$ cat src/rtl/down_counter.sv
// ============================================================================
//  down_counter : loadable down-counter/timer with one-shot or periodic reload
//  Rev 1.0
// ============================================================================
`default_nettype none

module down_counter #(
  parameter int N = 8
) (
  input  logic         clock,
  input  logic         reset_n,
  input  logic         start,
  input  logic         stop,
  input  logic         enable,
  input  logic         auto_reload,
  input  logic [N-1:0] load_value,
  output logic [N-1:0] cnt,
  output logic         busy,
  output logic         done
);

  typedef enum logic [0:0] {
    IDLE = 1'b0,
    RUN  = 1'b1
  } state_t;

  localparam logic [N-1:0] C_ZERO = '0;
  localparam logic [N-1:0] C_ONE  = {{(N-1){1'b0}}, 1'b1};

  state_t       state_q, state_d;
  logic [N-1:0] cnt_q, cnt_d;
  logic [N-1:0] reload_q, reload_d;
  logic         done_q, done_d;

  always_ff @(posedge clock) begin
    if (!reset_n) begin
      state_q  <= IDLE;
      cnt_q    <= C_ZERO;
      reload_q <= C_ZERO;
      done_q   <= 1'b0;
    end else begin
      state_q  <= state_d;
      cnt_q    <= cnt_d;
      reload_q <= reload_d;
      done_q   <= done_d;
    end
  end

  always_comb begin
    state_d  = state_q;
    cnt_d    = cnt_q;
    reload_d = reload_q;
    done_d   = 1'b0;

    if (start) begin
      cnt_d = load_value;
      if (load_value == C_ZERO) begin
        // Zero load expires immediately without entering RUN.
        state_d = IDLE;
        done_d  = 1'b1;
      end else begin
        reload_d = load_value;
        state_d  = RUN;
      end
    end else if (stop) begin
      state_d = IDLE;
    end else if (state_q == RUN && enable) begin
      if (cnt_q == C_ONE) begin
        cnt_d  = C_ZERO;
        done_d = 1'b1;
        if (!auto_reload) begin
          state_d = IDLE;
        end
      end else if (cnt_q == C_ZERO) begin
        // Only reachable in periodic mode: the extra cycle at zero completes the period.
        cnt_d = reload_q;
      end else begin
        cnt_d = cnt_q - C_ONE;
      end
    end
  end

  assign cnt  = cnt_q;
  assign busy = (state_q == RUN);
  assign done = done_q;

endmodule

`default_nettype wire

$ cat config.mk
export PLATFORM = sky130hd
export DESIGN_NAME = down_counter
export DESIGN_NICKNAME = d
export VERILOG_FILES = /design/src/rtl/down_counter.sv
export SDC_FILE = /design/constraint.sdc
export NUM_CORES = 1
export LEC_CHECK = 0
export CAP_MARGIN = 0
export CORE_UTILIZATION = 40
export DETAILED_ROUTE_END_ITERATION = 8
export PLACE_DENSITY = 0.77
export SLEW_MARGIN = 30
export SYNTH_ARGS = -nofsm -noshare
export SYNTH_HDL_FRONTEND = slang
export SYNTH_SLANG_ARGS = --single-unit
export TNS_END_PERCENT = 20
$ cat constraint.sdc
create_clock -name clock -period 3 [get_ports clock]
set_input_delay 0.75 -clock clock [delete_from_list [all_inputs] [get_ports clock]]
set_output_delay 0.75 -clock clock [all_outputs]
set_load 0.005 [all_outputs]
Word-level counts from Yosys, hierarchy flattened
Cells that the tools add are included.
Storage, ports and cells
  memories kept: 0
  word-level logic and storage cells: 34
  memory bits (writable): 0
  register bits: 18
  bits in latches: 0
  bits in read-only memories: 0
Cells by class
  eq/ne operators: 3
  add/sub/neg operators: 1
  $lt $le $gt $ge: 0
  reduce and logical (&&, ||, !) cells: 9
  bitwise operators: 1
  multipliers: 0
  div/mod/pow operators: 0
  shift-type cells: 0
  muxes and demuxes: 16
Operator list (count)
  2-to-1 mux 8 bit: 5
  logical NOT 8 bit: 2
  2-to-1 mux 1 bit: 11
  == test 8 x 1 -> 1 bit (second input constant): 1
  subtractor 8 x 1 -> 8 bit (second input constant): 1
  nonzero test 3 bit: 2
  AND reduction 2 bit: 2
  != test 3 bit (second input constant): 1
  AND reduction 3 bit: 1
  != test 2 bit (second input constant): 1
  nonzero test 2 bit: 1
  logical AND 1 bit: 1
  NOT 1 bit: 1

Longest topological paths before layout
  depth after elaboration: 6
  mapped depth: 7
  depth with buffers taken out: 6

Worst setup path after synthesis
OpenSTA, ideal clock, no wires.
  path type: input-to-reg
  start point: in load_value[3]
  end point: reg reload_q[1]
  buffers on the path: 1
  stages: 5
  library setup time: 58 ps
  setup slack: 1006 ps
  data arrival time: 1936 ps
  required time: 2942 ps
  cells stage by stage: or4_4 > o31ai_2 > and2_1 > buf_6 > a22o_2
Between the ends
  longest elaborated chain between the ends: 3
RTL lines
  start, declared: RTL line 16  | input logic [N-1:0] load_value,
  logical NOT 8 bit: RTL line 57  | if (load_value == C_ZERO) begin
  NOT 1 bit (no source line)
  AND reduction 2 bit (no source line)
  end signal, assigned: RTL line 44  | reload_q <= reload_d;
  end, declared: RTL line 32  | logic [N-1:0] reload_q, reload_d;
Every way passes these cells.
A chain may end at the register's enable or synchronous reset.

Worst setup path after layout
Ends and elaborated chain as after synthesis.

==> flow_summary.toml <==
[yosys]
synth_fp_nets = 145
synth_area_um2 = 1090
synth_edf_count = 0
yosys_warnings = 0
ys_seq_area_share_pct = 33.0
ys_seq_elements = 18
syn-instance-count = 128
muxShareOfSynthArea_pct = 1.83
synth_cell_types = 46
synth_area_leaders = "dfxtp_1 (33%), a22o_2 (5.5%), a21oi_1 (5.0%)"
ys_top_cells_by_count = "dfxtp_1 (18), a21oi_1 (11), nand2_1 (8)"
synth_compound_area_share_pct = 32.6
synth.most_common_cell = "dfxtp_1"
synth_top_area_cell = "dfxtp_1"
yosys.area.top_type_share_pct = 33.0
synth-simple-area-share_pct = 22.9
syn_area_per_cell_um2 = 8.53
yosys.area_share.xor_xnor_pct = 0.802
ys.flop_type = "dfxtp_1"
synthArstFlopShare_pct = 0
synth_top_family_by_area = "compound AO/OA/AOI/OAI gates"
yosys.area_share.adder_pct = 3.44

[timing]
finalCritPeriodShare_pct = 77.6
finalSetupViolCount = 0
setup_tns_ns = 0
drv_slew = 0
finalCriticalPeriod_ns = 2.33
fmax_mhz = 430
skew_ns = 0.00497
final_hold_viol_count = 0
worst_pin_slew_ns = 0.568
rsz0062_at_grt = "false"
relSlewSlack_pct = 61.9

[cts]
root_buffer = "clkbuf_4"
clock_latency_ns = 0.29
post_cts.repair.setup_buffers = 0
clk_pin_slew_worst_paths_ns = 0.10
cts_resized = 0
numCtsBuffers = 3
clockBufferDepth = 2
ctsHoldBuffers = 0
cts_tree = "built"
htree_levels = 1
clock-sinks = 18

[floorplanning]
fp.dieW_um = 54.3
die_height_um = 54.3
io_pins = 24
initial_utilization_pct = 43.3
row_count = 18
core_um2 = 2520
die-area_um2 = 2940

[detailed_routing]
vias_per_cell = 6.34
drtAntennaViolNets = 0
vias = 1135
wl_per_cell_um = 16.1
drtIter0Drc = 24
drc_errors = 0
first_pass_iters = 4
routed_wl_mm = 2.88

[finish]
synthToLayoutAreaGrowth_pct = 24.3
fillerInstances = 241
n_antenna_cell = 0
nNetsFinal = 168
drive_gt1_share_pct = 11.4
final_cell_area_um2 = 1360

[min_path]
hold_depth = 2
min_path_type = "reg -> reg"
holdCritStartpoint = "reload_q[0]$_SDFFE_PN0P_"
min_to = "reload_q[0]$_SDFFE_PN0P_"

[setup_path]
r2r_setup_slack_ns = 1.07
r2r_start = "cnt[0]$_SDFFE_PN0P_"
endpoint_kind = "register"
cpMaxStageDelayCell = "or4_4"
r2r_cells = 6
crit_arrival_ns = 2.57
path_cells = "clkdlybuf4s50_1 > or4_4 > o31ai_2 > and2_1 > a22o_2"
slowest_delay_ns = 0.57
required_ns = 3.24
critPathKind = "in -> reg"
cp_max_fo = 7
cp-start-kind = "primary input"
r2r-end = "cnt[0]$_SDFFE_PN0P_"

[run]
cap_violations = 0

[global_route]
track_usage_pct = 21.8
grt_pass1_wl_mm = 4.62
grt_max_degree = 11
top_usage_layer = "met2"
use_met2_pct = 35.8
antenna_found_initial = 0
grt_pass1_vias = 980
met3_usage_pct = 5.00
grt_use_met1_pct = 29.3
overflow = 0

[placement]
globalplace.congestion = 0.867
dpl_cell_area_um2 = 1340
numPortBuffers = 23
place_hpwl_mm = 2.19

[power]
power-per-cell-area_nw_per_um2 = 404
total_leakage_power_nw = 0.502
peakVddDrop_mv = 0.267

[outcome]
status = "completed"
==> state kept, by name, summed over array words and instances (netlist names) <==
signal    count
done          1
reload_q      8
cnt           8
busy          1
==> cells in the final DEF (no fill, tap or decap), types with 2 or more instances in the layout <==
| master | instances |
|---|---|
| a211oi_1 | 2 |
| a21oi_1 | 11 |
| a22o_2 | 6 |
| a31oi_1 | 4 |
| clkbuf_4 | 3 |
| clkdlybuf4s50_1 | 23 |
| dfxtp_1 | 18 |
| ha_1 | 3 |
| inv_1 | 6 |
| mux2i_1 | 2 |
| nand2_1 | 8 |
| nand2b_1 | 2 |
| nand4_1 | 3 |
| nor2_1 | 7 |
| nor2b_1 | 2 |
| nor3_1 | 2 |
| nor3_2 | 2 |
| o211ai_1 | 3 |
| o21a_1 | 2 |
| o21ai_0 | 5 |
| o31a_1 | 2 |
| o31ai_1 | 2 |
| o41ai_1 | 3 |
| or2_2 | 2 |
| or3_1 | 4 |
| or4_4 | 2 |
==> stage by stage <==
stage | util [%] | setup slack [ns] | cells | hold slack (ns) | power, W
after floorplan | - | 1.01 | 128 | 0.435 | 0.000369
after global placement | 52.9 | 0.467 | 176 | 0.467 | 0.000427
after detailed placement | 52.9 | 0.371 | 176 | 0.468 | 0.000431
after CTS | 53.8 | 0.684 | 179 | 0.489 | 0.000552
after global routing | 53.8 | 0.596 | 179 | 0.509 | 0.000576
final | 53.8 | 0.672 | 179 | 0.482 | 0.000549
==> critical path: cells and delay by family <==
kind | cells | cell delay, ns
AND/OR/NAND/NOR | 2 | 0.88
AO/OA/AOI/OAI | 2 | 0.50
buffers and inverters | 1 | 0.45
==> power breakdown <==
part | total (W) | leakage [nW] | internal (W) | switching [W]
Combinational | 0.000153 | 0.339 | 0.0000771 | 0.0000761
Clock | 0.000121 | 0.0138 | 0.0000467 | 0.0000748
Sequential | 0.000274 | 0.149 | 0.000254 | 0.0000200
Total | 0.000549 | 0.502 | 0.000378 | 0.000171
==> cell families (layout without fill, tap and decap cells) <==
logic type                 after synthesis  after routing
AOI/OAI and AO/OA                       49             49
buffers and inverters                   13             34
xor gates and xnor gates                 1              1
DFF                                     18             18
muxes                                    2              2
adders and majority gates                3              3
and+or+nand+nor                         42             42
==> metal layers <==
metal  vias to the layer above  share of wire (%)
li1                        533                  -
met1                       549                 46
met2                        49                 47
met3                         4                6.2
met4                         0               0.59
met5                         -                  0
==> cell type report <==
| cell class | count | area (um2) | area share (%) |
|---|---|---|---|
| inverters | 7 | 26.3 | 1.94 |
| well taps | 30 | 37.5 | 2.76 |
| multi-input cells | 97 | 673 | 49.6 |
| repair buffers | 24 | 238 | 17.5 |
| flip-flops and latches | 18 | 360 | 26.5 |
| clock buffers | 3 | 22.5 | 1.66 |
==> worst max-delay path by stage <==
| stage | from | endpoint | slack, ns | depth (start not counted) |
|---|---|---|---|---|
| 2_1_floorplan | load_value[3] | reload_q[1]$_SDFFE_PN0P_ | 1.01 | 5 |
| 3_3_place_gp | load_value[3] | reload_q[4]$_SDFFE_PN0P_ | 0.47 | 5 |
| 3_5_place_dp | load_value[3] | reload_q[1]$_SDFFE_PN0P_ | 0.37 | 5 |
| 4_1_cts | load_value[3] | reload_q[1]$_SDFFE_PN0P_ | 0.68 | 5 |
| 5_1_grt | load_value[3] | reload_q[6]$_SDFFE_PN0P_ | 0.60 | 5 |
| 6_report | load_value[3] | reload_q[1]$_SDFFE_PN0P_ | 0.67 | 5 |
Note: power is estimated with default switching activity, not from simulation.
